--- config.mk ---
export PLATFORM = sky130hd
export DESIGN_NAME = card_lock_ctrl
export DESIGN_NICKNAME = d
export VERILOG_FILES = /design/src/rtl/card_lock_ctrl.sv
export SDC_FILE = /design/constraint.sdc
export NUM_CORES = 1
export LEC_CHECK = 0
export ABC_AREA = 1
export CAP_MARGIN = 20
export CORE_UTILIZATION = 50
export DETAILED_ROUTE_END_ITERATION = 10
export PLACE_DENSITY_LB_ADDON = 0.3
export SLEW_MARGIN = 20
export SYNTH_ARGS = -nofsm -noshare
export SYNTH_HDL_FRONTEND = slang
export SYNTH_SLANG_ARGS = --single-unit
--- constraint.sdc ---
create_clock -name clk -period 2.8 [get_ports clk]
set_input_delay 0.56 -clock clk [delete_from_list [all_inputs] [get_ports clk]]
set_output_delay 0.56 -clock clk [all_outputs]
set_load 0.05 [all_outputs]
--- src/rtl/card_lock_ctrl.sv ---
// Hotel door card lock: per-class rolling LFSR codes, open hold timer,
// and brute-force lockout after consecutive refused reads.
module card_lock_ctrl #(
    parameter int                CODE_W         = 16,
    parameter int                NUM_CLASSES    = 2,
    parameter logic [CODE_W-1:0] LFSR_TAPS      = 16'h8016,
    parameter logic [CODE_W-1:0] RESET_CODE     = 16'h8001,
    parameter int                OPEN_CYCLES    = 50,
    parameter int                MAX_FAILS      = 3,
    parameter int                LOCKOUT_CYCLES = 1000,
    localparam int CLS_W = (NUM_CLASSES > 1) ? $clog2(NUM_CLASSES) : 1
) (
    input  logic              clk,
    input  logic              reset_n,
    input  logic              card_strobe,
    input  logic [CLS_W-1:0]  card_class,
    input  logic              card_is_reset,
    input  logic [CODE_W-1:0] card_code,
    output logic              unlock,
    output logic [CLS_W-1:0]  grant_class,
    output logic              reject,
    output logic              locked_out
);

    localparam int OW = $clog2(OPEN_CYCLES + 1);
    localparam int LW = $clog2(LOCKOUT_CYCLES + 1);
    localparam int FW = (MAX_FAILS > 1) ? $clog2(MAX_FAILS) : 1;

    localparam logic [OW-1:0] OPEN_LD = OW'(OPEN_CYCLES);
    localparam logic [OW-1:0] OPEN_1  = OW'(1);
    localparam logic [LW-1:0] LOCK_LD = LW'(LOCKOUT_CYCLES);
    localparam logic [LW-1:0] LOCK_1  = LW'(1);
    localparam logic [FW-1:0] FAIL_LAST = FW'(MAX_FAILS - 1);
    localparam logic [FW-1:0] FAIL_1  = FW'(1);

    logic [CODE_W-1:0] lfsr [NUM_CLASSES];
    logic [CODE_W-1:0] cur  [NUM_CLASSES];
    logic [FW-1:0]     fail_cnt;
    logic [OW-1:0]     open_cnt;
    logic [LW-1:0]     lock_cnt;

    logic              cls_ok;
    logic [CODE_W-1:0] sel_lfsr;
    logic [CODE_W-1:0] sel_cur;
    logic [CODE_W-1:0] nxt_lfsr;
    logic              d0;
    logic              do_grant;
    logic              do_reject;
    logic              do_ignore;
    logic              do_clear;
    logic              do_load;

    assign cls_ok = (int'(card_class) < NUM_CLASSES);
    assign d0     = ^(sel_lfsr & LFSR_TAPS);

    always_comb begin
        sel_lfsr  = '0;
        sel_cur   = '0;
        nxt_lfsr  = '0;
        do_grant  = 1'b0;
        do_reject = 1'b0;
        do_ignore = 1'b0;
        do_clear  = 1'b0;
        do_load   = 1'b0;
        if (cls_ok) begin
            sel_lfsr = lfsr[card_class];
            sel_cur  = cur[card_class];
        end
        // First matching rule wins; lockout swallows the read entirely
        if (card_strobe) begin
            if (locked_out) begin
                do_ignore = 1'b1;
            end else if (!cls_ok || card_code == '0) begin
                do_reject = 1'b1;
            end else if (card_is_reset) begin
                if (card_code == RESET_CODE) do_clear  = 1'b1;
                else                         do_reject = 1'b1;
            end else if (sel_lfsr == '0) begin
                do_grant = 1'b1;
                do_load  = 1'b1;
                nxt_lfsr = card_code;
            end else if (card_code == sel_lfsr) begin
                do_grant = 1'b1;
                do_load  = 1'b1;
                nxt_lfsr = {sel_lfsr[CODE_W-2:0], d0};
            end else if (card_code == sel_cur) begin
                do_grant = 1'b1;
            end else begin
                do_reject = 1'b1;
            end
        end
    end

    always_ff @(posedge clk or negedge reset_n) begin
        if (!reset_n) begin
            for (int c = 0; c < NUM_CLASSES; c++) begin
                lfsr[c] <= '0;
                cur[c]  <= '0;
            end
            fail_cnt    <= '0;
            open_cnt    <= '0;
            lock_cnt    <= '0;
            unlock      <= 1'b0;
            grant_class <= '0;
            reject      <= 1'b0;
            locked_out  <= 1'b0;
        end else begin
            reject <= do_reject | do_ignore;

            if (do_load) begin
                lfsr[card_class] <= nxt_lfsr;
                cur[card_class]  <= card_code;
            end else if (do_clear) begin
                lfsr[card_class] <= '0;
                cur[card_class]  <= '0;
            end

            if (do_grant) begin
                grant_class <= card_class;
                open_cnt    <= OPEN_LD;
                unlock      <= 1'b1;
            end else begin
                open_cnt <= (open_cnt != '0) ? open_cnt - OPEN_1 : '0;
                unlock   <= (open_cnt > OPEN_1);
            end

            if (do_reject && fail_cnt == FAIL_LAST) begin
                fail_cnt   <= '0;
                lock_cnt   <= LOCK_LD;
                locked_out <= 1'b1;
            end else begin
                if (do_reject)                fail_cnt <= fail_cnt + FAIL_1;
                else if (do_grant | do_clear) fail_cnt <= '0;
                lock_cnt   <= (lock_cnt != '0) ? lock_cnt - LOCK_1 : '0;
                locked_out <= (lock_cnt > LOCK_1);
            end
        end
    end

endmodule
==> impl_metrics.csv <==
group,metric,value,unit
status,outcome,"complete, no violations",
layout,final_layout_size_suffix_gt1_share,7.95,%
clocking,cts_setup_buffers,0,
timing,min_period_over_period,89.0,%
placement,post_dp_hpwl,12100,um
drt,vias_per_cell,4.91,
setup_path,critPathRequiredTime,3.05,ns
grt,global_route.usage.total,27.9,%
die,floorplan.rows,40,
timing,max_slew.worst_pin.slew,0.582,ns
clocking,htree_num_levels,3,
layout,finish.net_count,1129,
logic_synthesis,synth-edff-count,0,
logic_synthesis,synth_top_flop_cell,"dfrtp_1",
power_and_ir_drop,totalPowerFinal,2.74,mW
clocking,numCtsBuffers,9,
grt,grt_first_pass_wirelength,28200,um
logic_synthesis,netlist_top_cells_count,"366 x nand2_1, 311 x nor2_1, 113 x inv_1",
clocking,post_cts_resize_count,0,
setup_path,critical_path_arrival,2.74,ns
setup_path,critPathCaptureType,"flip-flop",
drt,detail-route-antenna-nets,0,
layout,final-seq-area,2150,sq um
timing,setup_viol,0,
logic_synthesis,avgSynthCellArea,5.97,sq um
setup_path,r2r_setup_slack,0.51,ns
clocking,clock-sinks,86,
grt,antenna_found_initial,0,
clocking,cts.path.max_buffers,2,
drt,drtPass1Iterations,8,
grt,number_of_global_route_vias_before_repair,5648,
setup_path,critPathKind,"primary input to flip-flop",
layout,num_antenna_cells,0,
grt,largest_net_degree_at_the_start_of_global_routing,48,
timing,worst_max_slew_margin_expressed_relative_to_the_limit,61.2,%
logic_synthesis,ys_top_cells_by_area,"dfrtp_1 34%, nand2_1 22%, nor2_1 19%",
logic_synthesis,synthesis.yosys.warnings,0,
timing,fin_worst_skew,0.00744,ns
clocking,postCtsHoldBufs,0,
drt,detailroute.via_count,6265,
logic_synthesis,synth.net_count,1080,
clocking,cts_tree,"yes",
power_and_ir_drop,vdd_ir_drop_max,0.000271,V
die,die-height,114,um
setup_path,crit-reg2reg-capture,"cur[27]",
logic_synthesis,syn-cell-area,6280,sq um
logic_synthesis,count_of_different_cell_masters_after_synthesis,29,
layout,multi_input_comb_area,3420,sq um
timing,setup_tns,0,ns
timing,hold_violations,0,
die,initial_utilization,51.9,%
logic_synthesis,synthDominantAreaCellType,"dfrtp_1",
hold_path,timing.hold.worst.class,"primary input to async pin",
placement,place_congestion,0.912,
timing,post-route-min-period,2.49,ns
die,floorplan.die_area,13000,sq um
logic_synthesis,synth.top_cell.area_share,34.3,%
setup_path,rr_startpoint,"lfsr[2]",
timing,max_freq,401,MHz
die,width_of_the_chip,114,um
logic_synthesis,synthArstFlopShare,100,%
logic_synthesis,synth-seq-cells,86,
power_and_ir_drop,cellLeakagePower,3.83,nW
layout,fillerInstances,1213,
drt,detail_route.wl_per_cell,13.2,um
drt,drc_errors,0,
timing,drv_slew,0,
clocking,root_buffer,"clkbuf_16",
clocking,clk_pin_slew,0.06,ns
logic_synthesis,synth.yosys.seq_area_share,34.3,%
drt,route.final.wire_length,16900,um
die,coreArea,12100,sq um
clocking,clock_insertion_delay_worst_skew,0.36,ns
power_and_ir_drop,powerDensity,377,nW/um^2
logic_synthesis,yosys.cell_count.top_type,"nand2_1",
timing,grt_setup_unrepaired,"false",
flow_run,max-cap-violations,0,
setup_path,cp_max_fo,42,
drt,drt-initial-drc-count,558,
setup_path,rr_worst_depth,15,
placement,portBuffers,24,
layout,synthToLayoutAreaGrowth,15.8,%
grt,overflow,0,
setup_path,startpoint_type,"primary input",
logic_synthesis,netlist_instances,1053,
die,ios,25,
## worst max-delay path, stage by stage
cell,delay [ns]
clkdlybuf4s50_1,0.61
inv_1,0.11
nand2_1,0.08
nand2_1,0.04
nor2_1,0.09
nand2_1,0.08
nor2_1,0.17
nand2_1,0.13
nand2_4,0.14
nand3_2,0.16
buf_12,0.22
nand2_1,0.09
nand2_1,0.05
nor2_1,0.11
nor2_1,0.05
## final cells by class
cell class              instances  share of cell area [%]
clock buffers                  10                    3.28
clock inverters                 6                   0.843
inverters                     115                    5.93
multi-input cells             809                    47.0
flip-flops and latches         86                    29.6
well taps                     168                    2.89
repair buffers                 81                    10.5
## cell families after synthesis
family / synth area share [%]
AO/OA/AOI/OAI: 3.09
XOR/XNOR: 2.93
adder cells (fa/ha/maj): 1.19
buffers and inverters: 11.3
flip-flops: 34.3
AND/OR/NAND/NOR: 47.3
## per-stage QoR
stage	worst slack [ns]	instance area [sq um]	hold WS (ns)	utilization, %	std cells
2_1_floorplan	0.546	6280	0.264	-	1053
3_3_place_gp	0.000797	6980	0.444	57.6	1259
3_5_place_dp	0.00718	6980	0.454	57.6	1259
4_1_cts	0.359	7280	0.213	60.1	1275
5_1_grt	0.0760	7280	0.242	60.1	1275
6_report	0.308	7280	0.195	60.1	1275
## cells in the final DEF (no fill, tap or decap)
master / netlist / final
a21oi_1: 3 / 3
and2_1: 1 / 1
buf_12: 0 / 8
buf_2: 17 / 1
buf_4: 7 / 50
bufinv_16: 0 / 1
clkbuf_16: 0 / 9
clkbuf_8: 0 / 1
clkdlybuf4s50_1: 0 / 22
clkinv_2: 0 / 3
clkinv_4: 0 / 1
clkinvlp_4: 0 / 1
dfrtp_1: 86 / 86
ha_1: 6 / 6
inv_1: 113 / 113
inv_2: 2 / 2
nand2_1: 366 / 366
nand2_2: 2 / 2
nand2_4: 2 / 2
nand3_1: 34 / 34
nand3_2: 1 / 1
nand4_1: 17 / 17
nand4_4: 2 / 2
nor2_1: 311 / 311
nor2_2: 2 / 2
nor3_1: 4 / 4
nor4_1: 2 / 2
o211ai_1: 4 / 4
o21ai_0: 27 / 27
o22ai_1: 1 / 1
o31ai_1: 1 / 1
or2_2: 2 / 2
xnor2_1: 1 / 1
xor2_1: 20 / 20
## registers in the layout (all words and copies together), names as in the netlist
register     cells
cur             32
lfsr            32
lock_cnt        10
open_cnt         6
fail_cnt         2
grant_class      1
locked_out       1
reject           1
unlock           1
## how the worst max path moves through the flow
stage,slack [ns],end,cells after the start,from
after global placement,0.0008,lfsr[15],14,card_code[15]
after detailed placement,0.007,lfsr[15],14,card_code[15]
after floorplan,0.55,cur[1],16,card_class
after global routing,0.08,lfsr[4],15,card_code[7]
after CTS,0.36,lfsr[9],15,card_code[15]
final,0.31,cur[27],15,card_code[7]
## routing by layer
metal,GRT usage [%],vias to the layer above,share of wire (%)
li1,-,3251,-
met1,38.9,2825,47
met2,43.8,162,45
met3,3.86,27,5.5
met4,11.3,0,2.4
met5,0,-,0
## power by group
part | total, mW | internal, mW | switching (mW) | leakage [nW]
combinational | 0.270 | 0.0964 | 0.174 | 2.54
sequential | 1.24 | 1.24 | 0.000152 | 1.14
clock | 1.23 | 0.712 | 0.516 | 0.148
Power figures use the tool's default switching activity.
==> variant 1 (same flow settings) <==
Change the parameter `CODE_W` from 16 to 20.
--- a/src/rtl/card_lock_ctrl.sv
+++ b/src/rtl/card_lock_ctrl.sv
@@ -1,7 +1,7 @@
 // Hotel door card lock: per-class rolling LFSR codes, open hold timer,
 // and brute-force lockout after consecutive refused reads.
 module card_lock_ctrl #(
-    parameter int                CODE_W         = 16,
+    parameter int                CODE_W         = 20,
     parameter int                NUM_CLASSES    = 2,
     parameter logic [CODE_W-1:0] LFSR_TAPS      = 16'h8016,
     parameter logic [CODE_W-1:0] RESET_CODE     = 16'h8001,
Interface: changed (resized card_code); port bits go from 25 to 29. No check against the original RTL was run, so the function may have changed too.
==> variant 1 against the unedited design <==
Critical path type unchanged. Total power up 20%. Core utilization is 2.0 points higher. Sequential cell count is 16 higher. Hold slack worse by 11 ps. Largest power group unchanged. Worst setup slack worse by 87 ps. Area after synthesis rose by 18%. Final area rose by 24%. Count of clock-buffer cells in the layout up 2. Synthesized cell count grew 14%. Combinational power rose by 56%. Die area up 18%. Routed wire length is 37% higher. Fmax down 3.4%.
==> variant 1: results (changes against the unedited design) <==
adder-cell share of the synthesized area=0.0101 (was 0.0119); Non-CTS buffers=157 (was 81); DP Worst Slack=-161 ps (was 7.18 ps); Netlist cell types=42 (was 29); nets@finish=1349 (was 1129); met1 usage=0.421 (was 0.389); status=finished, final reports clean (unchanged); footprint of the multi-input gates=4100 um^2 (was 3420 um^2); insertion delay to the later sink of the worst-skew pair=360 ps (about the same); top post-synthesis cells by area=dfrtp_1, nand2_1, nand3_1 (was dfrtp_1, nand2_1, nor2_1); Port Buf Inserts=28 (was 24); Largest regs=cur (40), lfsr (40), lock_cnt (10) (was cur (32), lfsr (32), lock_cnt (10)); placer congestion estimate=0.989 (was 0.912); largest net degree at the start of global routing=51 (was 48); Synth Area in XOR/XNOR=0.0259 (was 0.0293); Clock transition at path regs=70 ps; Static Leak=5.18 nW (was 3.83 nW); share of cells above drive strength 1=0.126 (was 0.0795); net switching power=0.000830 W (was 0.000690 W); Data buffer area share=0.153 (was 0.105); clkbuf count=12 (was 10); non-clock inverter total of the final layout=116 (was 115); syn nets=1232 (was 1080); Layout Skew=9.25 ps (was 7.44 ps); ys flop type=dfrtp_1 (unchanged); Multi-In Gates=932 (was 809); register area share after synthesis=0.343 (about the same); placed inst area=8700 um^2 (was 6980 um^2); Mapped Avg Cell Area=6.19 um^2 (was 5.97 um^2); worst vdd ir=0.325 mV (was 0.271 mV); grt met3 use=0.0650 (was 0.0386); metal1 wirelength=9980 um (was 7960 um); Worst Path Max Fanout=11 (was 42); crit path DAT=2800 ps (was 2740 ps); first-pass iteration count of the detailed router=5 (was 8); ranking of synthesized cells by instance count=nand2_1, inv_1, dfrtp_1 (was nand2_1, nor2_1, inv_1); hold slack final=183 ps (was 195 ps); flip-flop and latch count=102 (was 86); WL per Instance=15.4 um (was 13.2 um); final wirelength=23200 um (was 16900 um); GRT met2 Usage=0.509 (was 0.438); Critical Path Source=card_code[14] (was card_code[7]); Reg2Reg Launch Point=lfsr[19] (was lfsr[2]); Synth Area in Compound Gates=0.0468 (was 0.0309); DP Wirelength=17100 um (was 12100 um); Iter 0 DRT Violations=678 (was 558); routed wl met2=10900 um (was 7570 um); initial antenna violation count=0 (unchanged); Fill cells=1376 (was 1213); via count=7855 (was 6265); vias in the first global route=7107 (was 5648); met3 routed WL=1640 um (was 929 um); Top delay family on crit path=buffers and inverters (was simple AND/OR/NAND/NOR gates); Clock-cell share=0.0359 (was 0.0413); slew margin rel.=0.603 (was 0.612); R2R Path End=lock_cnt[5] (was cur[27]); area grow syn2layout=21.3% (was 15.8%); first-pass GRT wire length=36500 um (was 28200 um); FF-to-FF path depth=14 (was 15); Total GRT Usage=0.318 (was 0.279)
## variant 1: cell count changes after synthesis, moves of 5 or more
cell | before | now
buf_2 | 17 | 9
nand2_1 | 366 | 617
nor3_1 | 4 | 9
buf_1 | 1 | 7
nand3_1 | 34 | 100
xor2_1 | 20 | 14
nor2_1 | 311 | 71
dfrtp_1 | 86 | 102
buf_4 | 7 | 13
xnor2_1 | 1 | 8
nand3b_1 | 0 | 5
a21oi_1 | 3 | 14
o21ai_0 | 27 | 33
## variant 1: timing repair
item | 4_1_cts | 5_1_grt
setup endpoints to repair | 0 | 15
hold endpoints to repair | 0 | 0
resized for setup | 0 | 1
## variant 1: power by group through the flow
stage	Combinational [W]	Clock, W	Sequential [W]
final	0.000422	0.00140	0.00148
after global routing	0.000459	0.00147	0.00148
after CTS	0.000418	0.00142	0.00148
after detailed placement	0.000415	0	0.00150
after global placement	0.000414	0	0.00150
after floorplan	0.000179	0	0.00151
==> variant 2 (same settings) <==
Without the edit above. Reset style: synchronous (`reset_n`), changed in one clocked block.
--- a/src/rtl/card_lock_ctrl.sv
+++ b/src/rtl/card_lock_ctrl.sv
@@ -91,7 +91,7 @@
         end
     end
 
-    always_ff @(posedge clk or negedge reset_n) begin
+    always_ff @(posedge clk) begin
         if (!reset_n) begin
             for (int c = 0; c < NUM_CLASSES; c++) begin
                 lfsr[c] <= '0;
Check against the original RTL: differs if reset_n is asserted again (counterexample within 4 cycles, from zero or initial values and one cycle with reset_n low); with reset_n held inactive, the same outputs for 4 cycles.
==> variant 2 against the unedited design <==
Final area down 19%. Routed wire length down 31%. Hold slack better by 260 ps. Synthesized cell count down 41%. Critical endpoint is now lfsr[1][14]. Sequential share of layout area up 11 points. Area after synthesis down 24%. Via count down 31%. Worst setup slack better by 64 ps. Sequential cell count unchanged. Global-route usage down 2.5 points.
Power is not compared: it rests on default switching activity, and its combinational part moved more than twofold at a synthesized area within 25%.
==> variant 2: results (changes against the unedited design) <==
status=finished, final reports clean (unchanged); first-pass GRT wire length=19600 um (was 28200 um); via count=4323 (was 6265); Worst Path Max Fanout=18 (was 42); placer congestion estimate=0.893 (was 0.912); Multi-In Gates=452 (was 809); adder-cell share of the synthesized area=0.0156 (was 0.0119); ranking of synthesized cells by instance count=nand2_1, nor2_1, edfxtp_1 (was nand2_1, nor2_1, inv_1); EDFF count, synth=64 (was 0); register area share after synthesis=0.492 (was 0.343); Seq area share=0.401 (was 0.296); ys async rst share=0 (was 1.00); Synth Area in XOR/XNOR=0.0164 (was 0.0293); slew margin rel.=0.670 (was 0.612); hold slack final=453 ps (was 195 ps); Layout Skew=19.5 ps (was 7.44 ps); crit path DAT=2490 ps (was 2740 ps); Clock-cell share=0.0347 (was 0.0413); Iter 0 DRT Violations=332 (was 558); Netlist cell types=31 (was 29); Clock transition at path regs=90 ps (was 60 ps); R2R Setup Slk=690 ps (was 510 ps); share of cells above drive strength 1=0.158 (was 0.0795); Fill cells=810 (was 1213); non-clock inverter total of the final layout=63 (was 115); clkbuf count=11 (was 10); flip-flop and latch count=86 (unchanged); Reg2Reg Launch Point=lfsr[1][9] (was lfsr[2]); nets@finish=738 (was 1129); Non-CTS buffers=99 (was 81); Root Driver=clkbuf_8 (was clkbuf_16); Hold Path Class=register to register (was input pin to asynchronous set/reset pin); CP peak stage delay=520 ps (was 610 ps); Synth Area in Compound Gates=0.0471 (was 0.0309)
==> variant 2: worst max path at each step <==
| stage | startpoint | to | slack (ps) | depth (start not counted) |
|---|---|---|---|---|
| floorplan | card_class | cur[1][0] | 30 | 18 |
| global placement | card_class | cur[1][7] | -240 | 18 |
| detailed placement | card_class | cur[0][11] | -240 | 17 |
| CTS | card_class | lfsr[0][12] | 110 | 18 |
| global route | card_code[1] | lfsr[0][12] | 190 | 16 |
| finish | card_code[1] | lfsr[1][14] | 370 | 16 |
==> variant 2: metrics by stage <==
step	util	area [um^2]	setup slack [ps]	TNS, ps	cells
after floorplan	-	4810	29.2	0	620
after global placement	0.612	5680	-244	-28080	829
after detailed placement	0.612	5680	-243	-29420	829
after CTS	0.634	5880	113	0	845
after global routing	0.634	5890	188	0	845
final	0.634	5890	373	0	845
==> variant 2: per-layer routing <==
metal  global-route usage  part of all wire  vias up
li1                     -                 -     2174
met1                0.332              0.43     1962
met2                0.408              0.46      150
met3               0.0397             0.065       37
met4                0.139             0.037        0
met5                    0                 0        -
